$ cat src/rtl/data_ram_arb_pkg.sv
// rtl/data_ram_arb_pkg.sv - shared types and defaults for the data RAM arbiter
package data_ram_arb_pkg;

  localparam int ADDR_W_DEF = 10;
  localparam int DATA_W_DEF = 32;
  localparam int CNT_W      = 8;

  typedef enum logic [1:0] {
    IDLE  = 2'd0,
    PEND  = 2'd1,
    FORCE = 2'd2
  } arb_state_e;

endpackage

$ cat src/rtl/data_ram_arbiter.sv
// rtl/data_ram_arbiter.sv - core/secondary arbiter for the single-port data RAM
module data_ram_arbiter
  import data_ram_arb_pkg::*;
#(
  parameter int ADDR_W   = ADDR_W_DEF,
  parameter int DATA_W   = DATA_W_DEF,
  parameter int MAX_WAIT = 8
) (
  input  logic              clk,
  input  logic              rst_n,
  input  logic              tick,
  input  logic              cpu_en,
  input  logic [ADDR_W-1:0] cpu_addr,
  input  logic              cpu_we,
  input  logic [DATA_W-1:0] cpu_d,
  output logic [DATA_W-1:0] cpu_q,
  output logic              cpu_tick,
  input  logic              b_req,
  input  logic [ADDR_W-1:0] b_addr,
  input  logic              b_we,
  input  logic [DATA_W-1:0] b_d,
  output logic              b_gnt,
  output logic [DATA_W-1:0] b_rdata,
  output logic              b_rvalid,
  output logic [ADDR_W-1:0] ram_addr,
  output logic [DATA_W-1:0] ram_d,
  output logic              ram_we,
  output logic              ram_tick,
  input  logic [DATA_W-1:0] ram_q
);

  localparam logic [CNT_W-1:0] FORCE_AT = CNT_W'(MAX_WAIT - 1);

  arb_state_e       state, state_nx;
  logic [CNT_W-1:0] wait_cnt, cnt_nx, cnt_inc;
  logic             core_own, grant, stall;

  always_comb begin
    core_own = tick & cpu_en & (state != FORCE);
    grant    = b_req & ~core_own;
    stall    = (state == FORCE) & b_req;
  end

  assign cpu_q    = ram_q;
  assign cpu_tick = tick & ~stall;
  assign b_gnt    = grant;
  assign ram_addr = grant ? b_addr : cpu_addr;
  assign ram_d    = grant ? b_d : cpu_d;
  assign ram_we   = core_own ? cpu_we : (grant & b_we);
  // The secondary port may write while the core is not stepping, so it drives its own strobe.
  assign ram_tick = grant | tick;

  assign cnt_inc = (wait_cnt == '1) ? wait_cnt : wait_cnt + CNT_W'(1);

  always_comb begin
    state_nx = state;
    cnt_nx   = wait_cnt;
    case (state)
      IDLE: begin
        if (b_req && !grant) begin
          state_nx = PEND;
          cnt_nx   = CNT_W'(1);
        end
      end
      PEND: begin
        if (grant || !b_req) begin
          state_nx = IDLE;
          cnt_nx   = '0;
        end else begin
          cnt_nx = cnt_inc;
          if (cnt_inc >= FORCE_AT) state_nx = FORCE;
        end
      end
      FORCE: begin
        state_nx = IDLE;
        cnt_nx   = '0;
      end
      default: begin
        state_nx = IDLE;
        cnt_nx   = '0;
      end
    endcase
  end

  always_ff @(posedge clk or negedge rst_n) begin
    if (!rst_n) begin
      state    <= IDLE;
      wait_cnt <= '0;
    end else begin
      state    <= state_nx;
      wait_cnt <= cnt_nx;
    end
  end

  always_ff @(posedge clk or negedge rst_n) begin
    if (!rst_n) begin
      b_rvalid <= 1'b0;
      b_rdata  <= '0;
    end else begin
      b_rvalid <= grant & ~b_we;
      if (grant && !b_we) b_rdata <= ram_q;
    end
  end

endmodule

$ cat config.mk
export PLATFORM = sky130hd
export DESIGN_NAME = data_ram_arbiter
export DESIGN_NICKNAME = d
export VERILOG_FILES = /design/src/rtl/data_ram_arb_pkg.sv /design/src/rtl/data_ram_arbiter.sv
export SDC_FILE = /design/constraint.sdc
export NUM_CORES = 1
export LEC_CHECK = 0
export ABC_AREA = 1
export CORE_ASPECT_RATIO = 0.7
export CORE_MARGIN = 2
export CORE_UTILIZATION = 32
export CTS_CLUSTER_SIZE = 10
export DETAILED_ROUTE_END_ITERATION = 7
export PLACE_DENSITY = 0.81
export SYNTH_ARGS = -nofsm -noshare
export SYNTH_HDL_FRONTEND = slang
export SYNTH_SLANG_ARGS = --single-unit
$ cat constraint.sdc
create_clock -name clk -period 1.75 [get_ports clk]
set_clock_uncertainty 0.15 [all_clocks]
set_input_delay 0.175 -clock clk [delete_from_list [all_inputs] [get_ports clk]]
set_output_delay 0.175 -clock clk [all_outputs]
set_load 0.03 [all_outputs]
# Word-level counts from Yosys, hierarchy flattened
# Cells that the tools add are included.
classes:
  addsub: 1
  magnitude_cmp: 1
  eq_ne: 6
  n_mux: 11
  bitwise: 11
  reduce_logical: 8
op_table:
  columns: ["cell", "n"]
  rows:
  - ["two-way mux 32 bit", 1]
  - ["two-way mux 8 bit", 3]
  - ["case mux 8 bit (2 select lines)", 1]
  - ["two-way mux 10 bit", 1]
  - ["adder 8 x 1 -> 8 bit (second input constant)", 1]
  - ["== test 8 bit (second input constant)", 1]
  - ["greater-or-equal comparator 8 x 3 -> 1 bit (second input constant)", 1]
  - ["AND 1 bit", 7]
  - ["two-way mux 2 bit", 3]
  - ["inequality test 2 bit (second input constant)", 2]
  - ["case mux 2 bit (2 select lines)", 1]
  - ["zero test 1 bit", 3]
  - ["inequality test 3 bit (second input constant)", 1]
  - ["NOT 1 bit", 3]
  - ["== test 2 x 1 -> 1 bit (second input constant)", 1]
  - ["== test 2 bit (second input constant)", 1]
  - ["logical AND 1 bit", 2]
  - ["zero test 2 bit", 1]
  - ["AND reduction 2 bit", 1]
  - ["logical OR 1 bit", 1]
  - ["two-way mux 1 bit", 1]
  - ["OR 1 bit", 1]
word_totals:
  regBits: 43
  inputBits: 123
  out_inout_bits: 111
  elab_cells: 42

# Depth between registers and ports, before layout
depth:
  ltp_word: 8
  mapped_depth: 10
  depth_no_buf: 10

# Least setup slack after synthesis
# Ideal clock, no wire load.
synth_timing:
  path_kind: "register to output"
  from: "register state[0]"
  to: "output ram_d[22]"
  arrival_time_ps: 1374
  required_time_ps: 1425
  path_slack_ps: 51
  stages_incl_launch_ff: 9
  n_path_buf: 1
  cell_sequence: "dfrtp_1 inv_2 nand2_2 nand2_4 nand2_4 inv_2 buf_2 nand2_1 nand2_1"
synth_between:
  elab_chain_len: 5
synth_rtl:
  columns: ["item", "line", "source"]
  rows:
  - ["start: declaration", "data_ram_arbiter.sv:34", "arb_state_e state, state_nx;"]
  - ["start signal: assignment", "data_ram_arbiter.sv:90", "state <= state_nx;"]
  - ["inequality test 2 bit", "data_ram_arbiter.sv:39", "core_own = tick & cpu_en & (state != FORCE);"]
  - ["AND 1 bit", "data_ram_arbiter.sv:39", null]
  - ["NOT 1 bit", "data_ram_arbiter.sv:40", "grant = b_req & ~core_own;"]
  - ["AND 1 bit", "data_ram_arbiter.sv:40", null]
  - ["via b_gnt", "data_ram_arbiter.sv:22", "output logic b_gnt,"]
  - ["two-way mux 32 bit", "data_ram_arbiter.sv:48", "assign ram_d = grant ? b_d : cpu_d;"]
  - ["end: declaration", "data_ram_arbiter.sv:26", "output logic [DATA_W-1:0] ram_d,"]
# The timed path passes the listed nets, and every way through them passes these cells.

# Worst setup path after layout
layout_timing:
  from: "register state[0]"
  to: "output ram_addr[1]"
layout_between:
  elab_chain_len: 5
layout_rtl:
  columns: ["item", "line", "source"]
  rows:
  - ["inequality test 2 bit", "data_ram_arbiter.sv:39", null]
  - ["AND 1 bit", "data_ram_arbiter.sv:39", null]
  - ["NOT 1 bit", "data_ram_arbiter.sv:40", null]
  - ["AND 1 bit", "data_ram_arbiter.sv:40", null]
  - ["two-way mux 10 bit", "data_ram_arbiter.sv:47", "assign ram_addr = grant ? b_addr : cpu_addr;"]
  - ["end: declaration", "data_ram_arbiter.sv:25", "output logic [ADDR_W-1:0] ram_addr,"]
# Every way passes these cells.

==> impl_metrics.yaml <==
run_status:
  status: "finished with violations"
  violations: "setup timing"
drt:
  drt_iter0_markers: 150
  routed_via_density: 4.93
  firstDrtPassIters: 5
  drcViolationCount: 0
  wl_mm: 13.8
  wl_per_cell_um: 18.4
  ant_nets: 0
  vias: 3700
timing:
  setup_violations: 74
  drv_slew: 0
  relSlewSlack_pct: 74.5
  post-route-period-util_pct: 110
  rsz0062_at_grt: "true"
  finalHoldViolCount: 0
  max_slew.worst_pin.slew_ps: 382
  finalWorstSetupSlack_ps: -171
  fin_tns_setup_ps: -9390
  layout_min_cycle_time_ps: 1920
  fmax_ghz: 0.521
global_route:
  grt_overflow: 0
  grt_usage_pct: 23.7
  grt_first_pass_wirelength_mm: 17.1
  grt_pass1_vias: 3322
  antenna_found_initial: 0
  grt_start_max_net_pins: 44
clock_network:
  cts_sinks: 43
  htreeDepth: 2
  clk_pin_slew_ps: 60
  cts_buffers: 5
  cts_buffer_depth: 2
  cts_tree: "built"
  worstSkewPairLatency_ps: 280
  clock-root-buffer: "clkbuf_16"
synth:
  yosysWarnings: 0
  syn_nets: 534
  synth_top_family_by_area: "simple AND/OR/NAND/NOR gates"
  ys_ff_latch: 43
  synthAdderAreaFrac_pct: 0.464
  yosysSeqAreaShare_pct: 39.9
  synth_area_mm2: 0.00270
  synth_cells: 410
  yosys-mux-area-fraction_pct: 0
  synth_xor_area_share_pct: 0.325
  post_synth.cell_area_avg_um2: 6.58
  synthSimpleGateAreaFrac_pct: 42.5
  synth.distinct_cells: 21
  synth_compound_area_share_pct: 2.55
floorplan:
  fp.dieW_um: 114
  core_area_mm2: 0.00801
  die_height_um: 80.8
  boundaryPins: 234
  die_area_mm2: 0.00919
  fp-row-count: 27
  initial_core_util_pct: 33.7
worst_setup_path:
  path_cells: "inv_2, nand2_4, nand2_4, nand2_8, clkbuf_16, buf_6, nand2_1, nand2_1, buf_6"
  r2r_start: "state[0]"
  cpMaxStageDelayCell: "dfrtp_1"
  cp_top_family: "buffers and inverters"
  worstPathMaxFanout: 5
  crit_type: "flip-flop to output port"
  r2r_cells: 11
  r2r_setup_slack_ps: -160
  start_kind: "flip-flop"
  crit_start: "state[0]"
  crit_arrival_ps: 1600
  max_stage_delay_ps: 390
  r2r-end: "b_rdata[25]"
  endpoint: "ram_addr[1]"
  crit_required_ps: 1420
  worst_setup_path_end_kind: "output port"
  crit_buf_inv: 4
  cp.depth: 9
final_layout:
  regArea_mm2: 0.00108
  multi_input_area_mm2: 0.00179
  fillers: 501
  diodes: 0
  final_cells: 751
  drive_above_1_share_pct: 36.3
  utilization_pct: 78.1
  area_growth_pct: 132
  layout.nets: 773
  final_area_mm2: 0.00625
placement:
  dp_hpwl_mm: 8.35
  globalplace.congestion: 0.877
  place_inst: 718
  dp_slack_ps: -129
  io_buffers: 233
  post_dp_cell_area_mm2: 0.00494
power:
  leakage_nw: 3.06
  ir_drop_mv: 0.433
  p_per_area_mw_per_mm2: 676
run:
  drv_cap: 0
worst_hold_path:
  hold_path.class: "primary input to asynchronous set/reset pin"
## cells in the final DEF (no fill, tap or decap), types with 2 or more instances in the layout
| cell | netlist | routed |
|---|---|---|
| inv_2 | 3 | 2 |
| clkbuf_16 | 0 | 12 |
| inv_1 | 13 | 12 |
| nor2_4 | 1 | 2 |
| buf_8 | 0 | 2 |
| buf_12 | 0 | 5 |
| nand3_1 | 13 | 12 |
| nor2_1 | 12 | 9 |
| nand2_4 | 2 | 46 |
| o21ai_0 | 4 | 4 |
| nand4_1 | 2 | 2 |
| nand2_2 | 2 | 77 |
| nor2_2 | 2 | 4 |
| nand2_1 | 255 | 135 |
| buf_6 | 0 | 49 |
| a21oi_1 | 2 | 2 |
| buf_2 | 11 | 2 |
| dfrtp_1 | 43 | 43 |
| buf_16 | 0 | 5 |
| o22ai_1 | 3 | 3 |
| buf_4 | 36 | 23 |
| clkdlybuf4s50_1 | 0 | 180 |
| dlymetal6s2s_1 | 0 | 3 |
| dlygate4sd2_1 | 0 | 2 |
| o21ai_1 | 2 | 2 |
## sequential cells by signal (all words and copies together), names as in the netlist
signal,count
b_rdata,32
b_rvalid,1
state,2
wait_cnt,8
## worst min-delay path by stage
stage                             end  cells past startpoint  slack (ps)  startpoint
after floorplan            b_rdata[0]                      0        -270       rst_n
after global placement     b_rdata[1]                      2          20       rst_n
after detailed placement   b_rdata[5]                      2          30       rst_n
after CTS                 b_rdata[28]                      3         270       rst_n
after global routing      b_rdata[28]                      3         280       rst_n
final                     b_rdata[28]                      3         260       rst_n
## cell usage after synthesis, drive strengths merged
cell | count | area (um^2)
nand2 | 259 | 992
buf | 47 | 325
dfrtp | 43 | 1080
inv | 16 | 60.1
nor2 | 15 | 68.8
nand3 | 13 | 65.1
o21ai | 6 | 30.0
o22ai | 3 | 18.8
a21oi | 2 | 10.0
nand4 | 2 | 12.5
a32o | 1 | 10.0
ha | 1 | 12.5
or2 | 1 | 6.26
xnor2 | 1 | 8.76
## final cells by class
cell class	instances	area share, %
Sequential cell	43	17.2
Clock inverter	2	0.200
Inverter	16	1.24
Multi-Input combinational cell	304	28.6
Tap cell	101	2.02
Clock buffer	6	2.06
Timing Repair Buffer	279	48.7
## routing by layer
layer | share of wire, % | vias up | GRT usage (%)
met5 | 0 | - | 0
met4 | 2.0 | 0 | 4.88
met3 | 7.7 | 25 | 5.90
met2 | 52 | 183 | 39.9
met1 | 38 | 1783 | 31.2
li1 | - | 1709 | -
## power breakdown
part           internal (mW)  switching (mW)
registers               1.11           0.102
clock network          0.527           0.382
logic                   1.00            1.10
## logic make-up after synthesis
family                   Yosys count
XOR/XNOR                           1
flip-flops                        43
adder cells (fa/ha/maj)            1
AO/OA/AOI/OAI                     12
AND/OR/NAND/NOR                  290
buffers and inverters             63
## worst register-to-register path, delay by kind of cell (launching register included)
| kind | cells | cell delay (ps) |
|---|---|---|
| buffers and inverters | 5 | 720 |
| AND/OR/NAND/NOR | 6 | 550 |
| flip-flops | 1 | 390 |
## per-stage QoR
step                      power (mW)  hold WS (ps)
after floorplan                 2.02          -271
after detailed placement        2.85          30.4
after global placement          2.83          19.2
final                           4.23           255
after CTS                       3.90           266
after global routing            4.40           276
## timing repair
action	CTS	global route
hold endpoints to repair	43	0
gates resized for setup	57	187
pin swaps	0	37
setup buffers	6	6
endpoints found under the setup margin	46	80
gates cloned	4	9
hold buffers	1	0
Power figures use the tool's default switching activity.
